--- config.mk ---
export PLATFORM = sky130hd
export DESIGN_NAME = fxp_mul_pipe
export DESIGN_NICKNAME = d
export VERILOG_FILES = /design/src/rtl/fxp_mul_pipe.sv
export SDC_FILE = /design/constraint.sdc
export NUM_CORES = 1
export LEC_CHECK = 0
export CORE_MARGIN = 5
export CORE_UTILIZATION = 55
export DETAILED_ROUTE_END_ITERATION = 16
export GPL_TIMING_DRIVEN = 0
export PLACE_DENSITY = 0.73
export SYNTH_ARGS = -nofsm -noshare
export SYNTH_HDL_FRONTEND = slang
export SYNTH_SLANG_ARGS = --single-unit
--- constraint.sdc ---
create_clock -name clk -period 21.1 [get_ports clk]
set_clock_uncertainty 0.1 [all_clocks]
set_input_delay 2.11 -clock clk [delete_from_list [all_inputs] [get_ports clk]]
set_output_delay 2.11 -clock clk [all_outputs]
set_load 0.02 [all_outputs]
--- src/rtl/fxp_mul_pipe.sv ---
// Pipelined signed fixed-point multiplier / MAC with round-half-away-from-zero,
// output saturation and a globally stalled valid/ready pipeline.
module fxp_mul_pipe #(
  parameter int A_W   = 16,
  parameter int B_W   = 16,
  parameter int OUT_W = 24,
  parameter int SHIFT = 14,
  parameter int PIPE  = 2,
  parameter int ACC_W = 48
) (
  input  logic             clk,
  input  logic             n_rst,
  input  logic             in_valid,
  output logic             in_ready,
  input  logic [A_W-1:0]   a,
  input  logic [B_W-1:0]   b,
  input  logic             mode,
  input  logic             acc_clr,
  output logic             out_valid,
  input  logic             out_ready,
  output logic [OUT_W-1:0] out_data,
  output logic             out_ovf
);

  localparam int PW = A_W + B_W;
  localparam int VW = ACC_W + 1;

  localparam logic signed [VW-1:0] HALF     = (VW'(1) << SHIFT) >> 1;
  localparam logic signed [VW-1:0] NEG_BIAS = (SHIFT == 0) ? '0 : HALF - VW'(1);
  localparam logic signed [VW-1:0] OMAX     = {{(VW-OUT_W+1){1'b0}}, {(OUT_W-1){1'b1}}};
  localparam logic signed [VW-1:0] OMIN     = {{(VW-OUT_W+1){1'b1}}, {(OUT_W-1){1'b0}}};

  logic                  advance;
  logic signed [PW-1:0]  prod_in;

  // Stage state packed flat so the shift works for any PIPE >= 1.
  logic [PIPE-1:0]       stg_valid_q, stg_valid_d;
  logic [PIPE-1:0]       stg_mode_q,  stg_mode_d;
  logic [PIPE-1:0]       stg_clr_q,   stg_clr_d;
  logic [PIPE*PW-1:0]    prod_q,      prod_d;

  logic [ACC_W-1:0]      acc_q,       acc_d;
  logic                  out_valid_q, out_valid_d;
  logic [OUT_W-1:0]      out_data_q,  out_data_d;
  logic                  out_ovf_q,   out_ovf_d;

  logic                  fin_valid, fin_mode, fin_clr;
  logic signed [PW-1:0]  prod_fin;
  logic signed [VW-1:0]  prod_vw, acc_base, acc_sum, v, biased, r;
  logic [ACC_W-1:0]      acc_new;
  logic                  acc_sat;

  assign prod_in = $signed({{B_W{a[A_W-1]}}, a}) * $signed({{A_W{b[B_W-1]}}, b});

  always_comb begin
    advance     = !out_valid_q || out_ready;
    in_ready    = advance;
    stg_valid_d = stg_valid_q;
    stg_mode_d  = stg_mode_q;
    stg_clr_d   = stg_clr_q;
    prod_d      = prod_q;
    if (advance) begin
      stg_valid_d = (stg_valid_q << 1) | PIPE'(in_valid);
      stg_mode_d  = (stg_mode_q  << 1) | PIPE'(mode);
      stg_clr_d   = (stg_clr_q   << 1) | PIPE'(acc_clr);
      prod_d      = (prod_q << PW) | (PIPE*PW)'(unsigned'(prod_in));
    end
  end

  always_comb begin
    fin_valid = stg_valid_q[PIPE-1];
    fin_mode  = stg_mode_q[PIPE-1];
    fin_clr   = stg_clr_q[PIPE-1];
    prod_fin  = $signed(prod_q[PIPE*PW-1 -: PW]);
    prod_vw   = {{(VW-PW){prod_fin[PW-1]}}, prod_fin};

    acc_base  = fin_clr ? '0 : {acc_q[ACC_W-1], acc_q};
    acc_sum   = acc_base + prod_vw;
    acc_sat   = acc_sum[VW-1] != acc_sum[VW-2];
    if (acc_sat)
      acc_new = acc_sum[VW-1] ? {1'b1, {(ACC_W-1){1'b0}}} : {1'b0, {(ACC_W-1){1'b1}}};
    else
      acc_new = acc_sum[ACC_W-1:0];

    v      = fin_mode ? {acc_new[ACC_W-1], acc_new} : prod_vw;
    biased = v + (v[VW-1] ? NEG_BIAS : HALF);
    r      = biased >>> SHIFT;

    acc_d       = acc_q;
    out_valid_d = out_valid_q;
    out_data_d  = out_data_q;
    out_ovf_d   = out_ovf_q;
    if (advance) begin
      out_valid_d = fin_valid;
      if (fin_valid) begin
        if (fin_mode)
          acc_d = acc_new;
        if (r > OMAX) begin
          out_data_d = {1'b0, {(OUT_W-1){1'b1}}};
          out_ovf_d  = 1'b1;
        end else if (r < OMIN) begin
          out_data_d = {1'b1, {(OUT_W-1){1'b0}}};
          out_ovf_d  = 1'b1;
        end else begin
          out_data_d = r[OUT_W-1:0];
          out_ovf_d  = fin_mode && acc_sat;
        end
      end
    end
  end

  always_ff @(posedge clk or negedge n_rst) begin
    if (!n_rst) begin
      stg_valid_q <= '0;
      stg_mode_q  <= '0;
      stg_clr_q   <= '0;
      prod_q      <= '0;
      acc_q       <= '0;
      out_valid_q <= 1'b0;
      out_data_q  <= '0;
      out_ovf_q   <= 1'b0;
    end else begin
      stg_valid_q <= stg_valid_d;
      stg_mode_q  <= stg_mode_d;
      stg_clr_q   <= stg_clr_d;
      prod_q      <= prod_d;
      acc_q       <= acc_d;
      out_valid_q <= out_valid_d;
      out_data_q  <= out_data_d;
      out_ovf_q   <= out_ovf_d;
    end
  end

  assign out_valid = out_valid_q;
  assign out_data  = out_data_q;
  assign out_ovf   = out_ovf_q;

endmodule

==> reports/qor.csv <==
stage;metric;value;unit
clock_tree;CTS Buffer Depth;2;
grt;vias in the first global route;19500;
route;drt first pass iters;8;
place;DP HPWL;55600;um
job;max cap viols;0;
critical_path;Worst R2R Setup Slack;9430;ps
clock_tree;post-CTS setup buffers;0;
layout;area grow syn2layout;9.11;%
yosys;cell count after synthesis;2518;
yosys;Synth warnings;0;
timing;Least-Margin Pin Slew;1360;ps
yosys;post-synthesis sequential area ratio;17.4;%
place;I/O Buffers;64;
yosys;Synth cell types;79;
route;number of DRC markers in iteration 0;1389;
die;I/O pin count;65;
critical_path;nature of the critical path endpoint;flip-flop;
clock_tree;clock sink count;144;
die;Die Area;0.0417;mm2
critical_path;worst endpoint data arrival time;11890;ps
clock_tree;CTS Buf Count;17;
clock_tree;cts hold-fix bufs;0;
grt;Overall Global Routing Usage;32.5;%
yosys;Main synth FF type;dfrtp_1;
timing;setup TNS;0;ps
die;Die Ht;204;um
layout;ANT cells;0;
hold_path;worst hold-check path type;flip-flop to flip-flop;
die;initial cell density of the core;55.4;%
yosys;Mapped Avg Cell Area;8.24;um2
timing;Final Hold Viols;0;
timing;Slew Viols, Final;0;
grt;largest net degree at the start of global routing;89;
critical_path;crit-path max FO;10;
yosys;Synth top area share;25.4;%
timing;Slew Limit Headroom;8.57;%
timing;final worst path period share;55.3;%
clock_tree;cts repair resizes;0;
clock_tree;htree depth;4;
layout;share of layout cells above drive strength 1;2.64;%
run_status;outcome;complete, no violations;
yosys;#FFs+latches synth;144;
yosys;Synth area leader;fa_1;
yosys;top post-synthesis cells by area;fa_1, dfrtp_1, ha_1;
timing;Final min period;11670;ps
yosys;Commonest cells post-synth;nand2_1, inv_1, fa_1;
hold_path;Worst Hold Depth;2;
die;FP Rows;71;
die;Core Area;0.0375;mm2
route;final WL;66500;um
timing;RSZ-0062 raised after global routing;false;
route;routed via count;18500;
route;Post-DRT Antenna Nets;0;
critical_path;CP most frequent cell;clkbuf_1;
die;die width;204;um
yosys;Netlist Area Pre-Place;0.0208;mm2
critical_path;WP data required;21320;ps
yosys;Post-Syn Nets;2959;
yosys;Synth async-reset ratio;100;%
place;GPL Wtd Cong;1.03;
timing;fmax;0.0857;GHz
grt;first-pass GRT wire length;106000;um
layout;fin nets;3043;
clock_tree;Worst-path clk slew;60;ps
critical_path;slowest cell on the critical path;clkbuf_1;
grt;initial antenna violation count;0;
yosys;cell with the most instances after synthesis;nand2_1;
clock_tree;later-pin clock latency in the skew report;440;ps
clock_tree;CTS tree;yes;
yosys;EDFF count, synth;0;
clock_tree;clock root buffer;clkbuf_16;
timing;Setup-failing EPs final;0;
route;DR WL/cell;21.3;um
critical_path;Crit Path Class;flip-flop to flip-flop;
critical_path;critical path launch point type;flip-flop;
route;vias per std cell;5.91;
critical_path;Largest stage delay, worst path;730;ps
route;DRC;0;
grt;grt ovf;0;
critical_path;reg2reg path depth;34;
[per-stage QoR]
step / std cells / instance area (um2) / util [%] / setup WS [ps] / hold WS, ps
3_3_place_gp: 3093 / 22000 / 58.8 / 9800 / 340
5_1_grt: 3126 / 22600 / 60.4 / 8710 / 395
4_1_cts: 3126 / 22600 / 60.4 / 9660 / 368
6_report: 3126 / 22600 / 60.4 / 9430 / 369
2_1_floorplan: 2518 / 20800 / - / 12450 / 331
3_5_place_dp: 3094 / 22100 / 58.8 / 9700 / 354
[layout make-up]
cell class | count | area (um2)
fill | 3433 | 14800
buffer | 117 | 459
inverter | 310 | 1160
clock buffer | 18 | 439
multi-input combinational | 1947 | 15500
clock inverter | 14 | 143
timing repair buffer | 65 | 669
tap | 511 | 639
sequential | 144 | 3600
[kinds of logic (layout without fill, tap and decap cells)]
| logic type | Yosys count | count (layout) | share of synthesized area, % |
|---|---|---|---|
| XOR/XNOR | 78 | 78 | 3.29 |
| buffers and inverters | 427 | 524 | 7.82 |
| adder cells (fa/ha/maj) | 403 | 403 | 33.8 |
| flip-flops | 144 | 144 | 17.4 |
| AO/OA/AOI/OAI | 495 | 495 | 15.4 |
| AND/OR/NAND/NOR | 963 | 963 | 22.0 |
| multiplexers | 8 | 8 | 0.386 |
[path summary, 6_finish.rpt]
path | to | from
worst max-delay path | out_data[13] | stg_clr_q[1]
worst min-delay path | prod_q[1] | prod_q[1]
worst max register to register | out_data[13] | stg_clr_q[1]
worst min register to register | prod_q[1] | prod_q[1]
max in group asynchronous | out_valid | n_rst
min in group asynchronous | acc_q[13] | n_rst
[registers in the layout, summed over array words and instances, names as in the netlist]
register and cells:
stg_valid_q 2, out_valid 1, stg_clr_q 2, stg_mode_q 2, prod_q 64, out_ovf 1
out_data 24, acc_q 48
[routing by layer]
metal	vias up	track usage (%)	share of wire, %
met2	730	57.5	50
met5	-	0	0
met4	0	19.0	7.2
met3	237	3.30	5.6
li1	8457	-	-
met1	9037	38.3	38
[cell usage in the layout, fill, tap and decap left out, types with 27 or more instances in the layout]
| cell | Yosys | final |
|---|---|---|
| nand2_1 | 411 | 411 |
| inv_1 | 306 | 306 |
| fa_1 | 263 | 263 |
| nor2_1 | 173 | 173 |
| a21oi_1 | 144 | 144 |
| dfrtp_1 | 144 | 144 |
| ha_1 | 140 | 140 |
| and2_1 | 107 | 107 |
| clkbuf_1 | 100 | 100 |
| o21ai_0 | 98 | 98 |
| nor2b_1 | 66 | 66 |
| clkdlybuf4s50_1 | 0 | 63 |
| xnor2_1 | 43 | 43 |
| nor3_1 | 39 | 39 |
| xor2_1 | 35 | 35 |
| a21o_1 | 31 | 31 |
| nand2b_1 | 29 | 29 |
| nand3_1 | 27 | 27 |
[worst max-delay path, delay by kind of cell (launching register included)]
kind | cells | cell delay [ps]
compound gates | 14 | 4070
buf+inv | 6 | 3320
simple gates | 10 | 2620
fa+ha+maj | 3 | 880
flops | 1 | 410
xor+xnor | 1 | 120
Power is left out: the tool's default activity adds up to more than one toggle a clock period on the data nets, which glitch-free logic cannot reach.
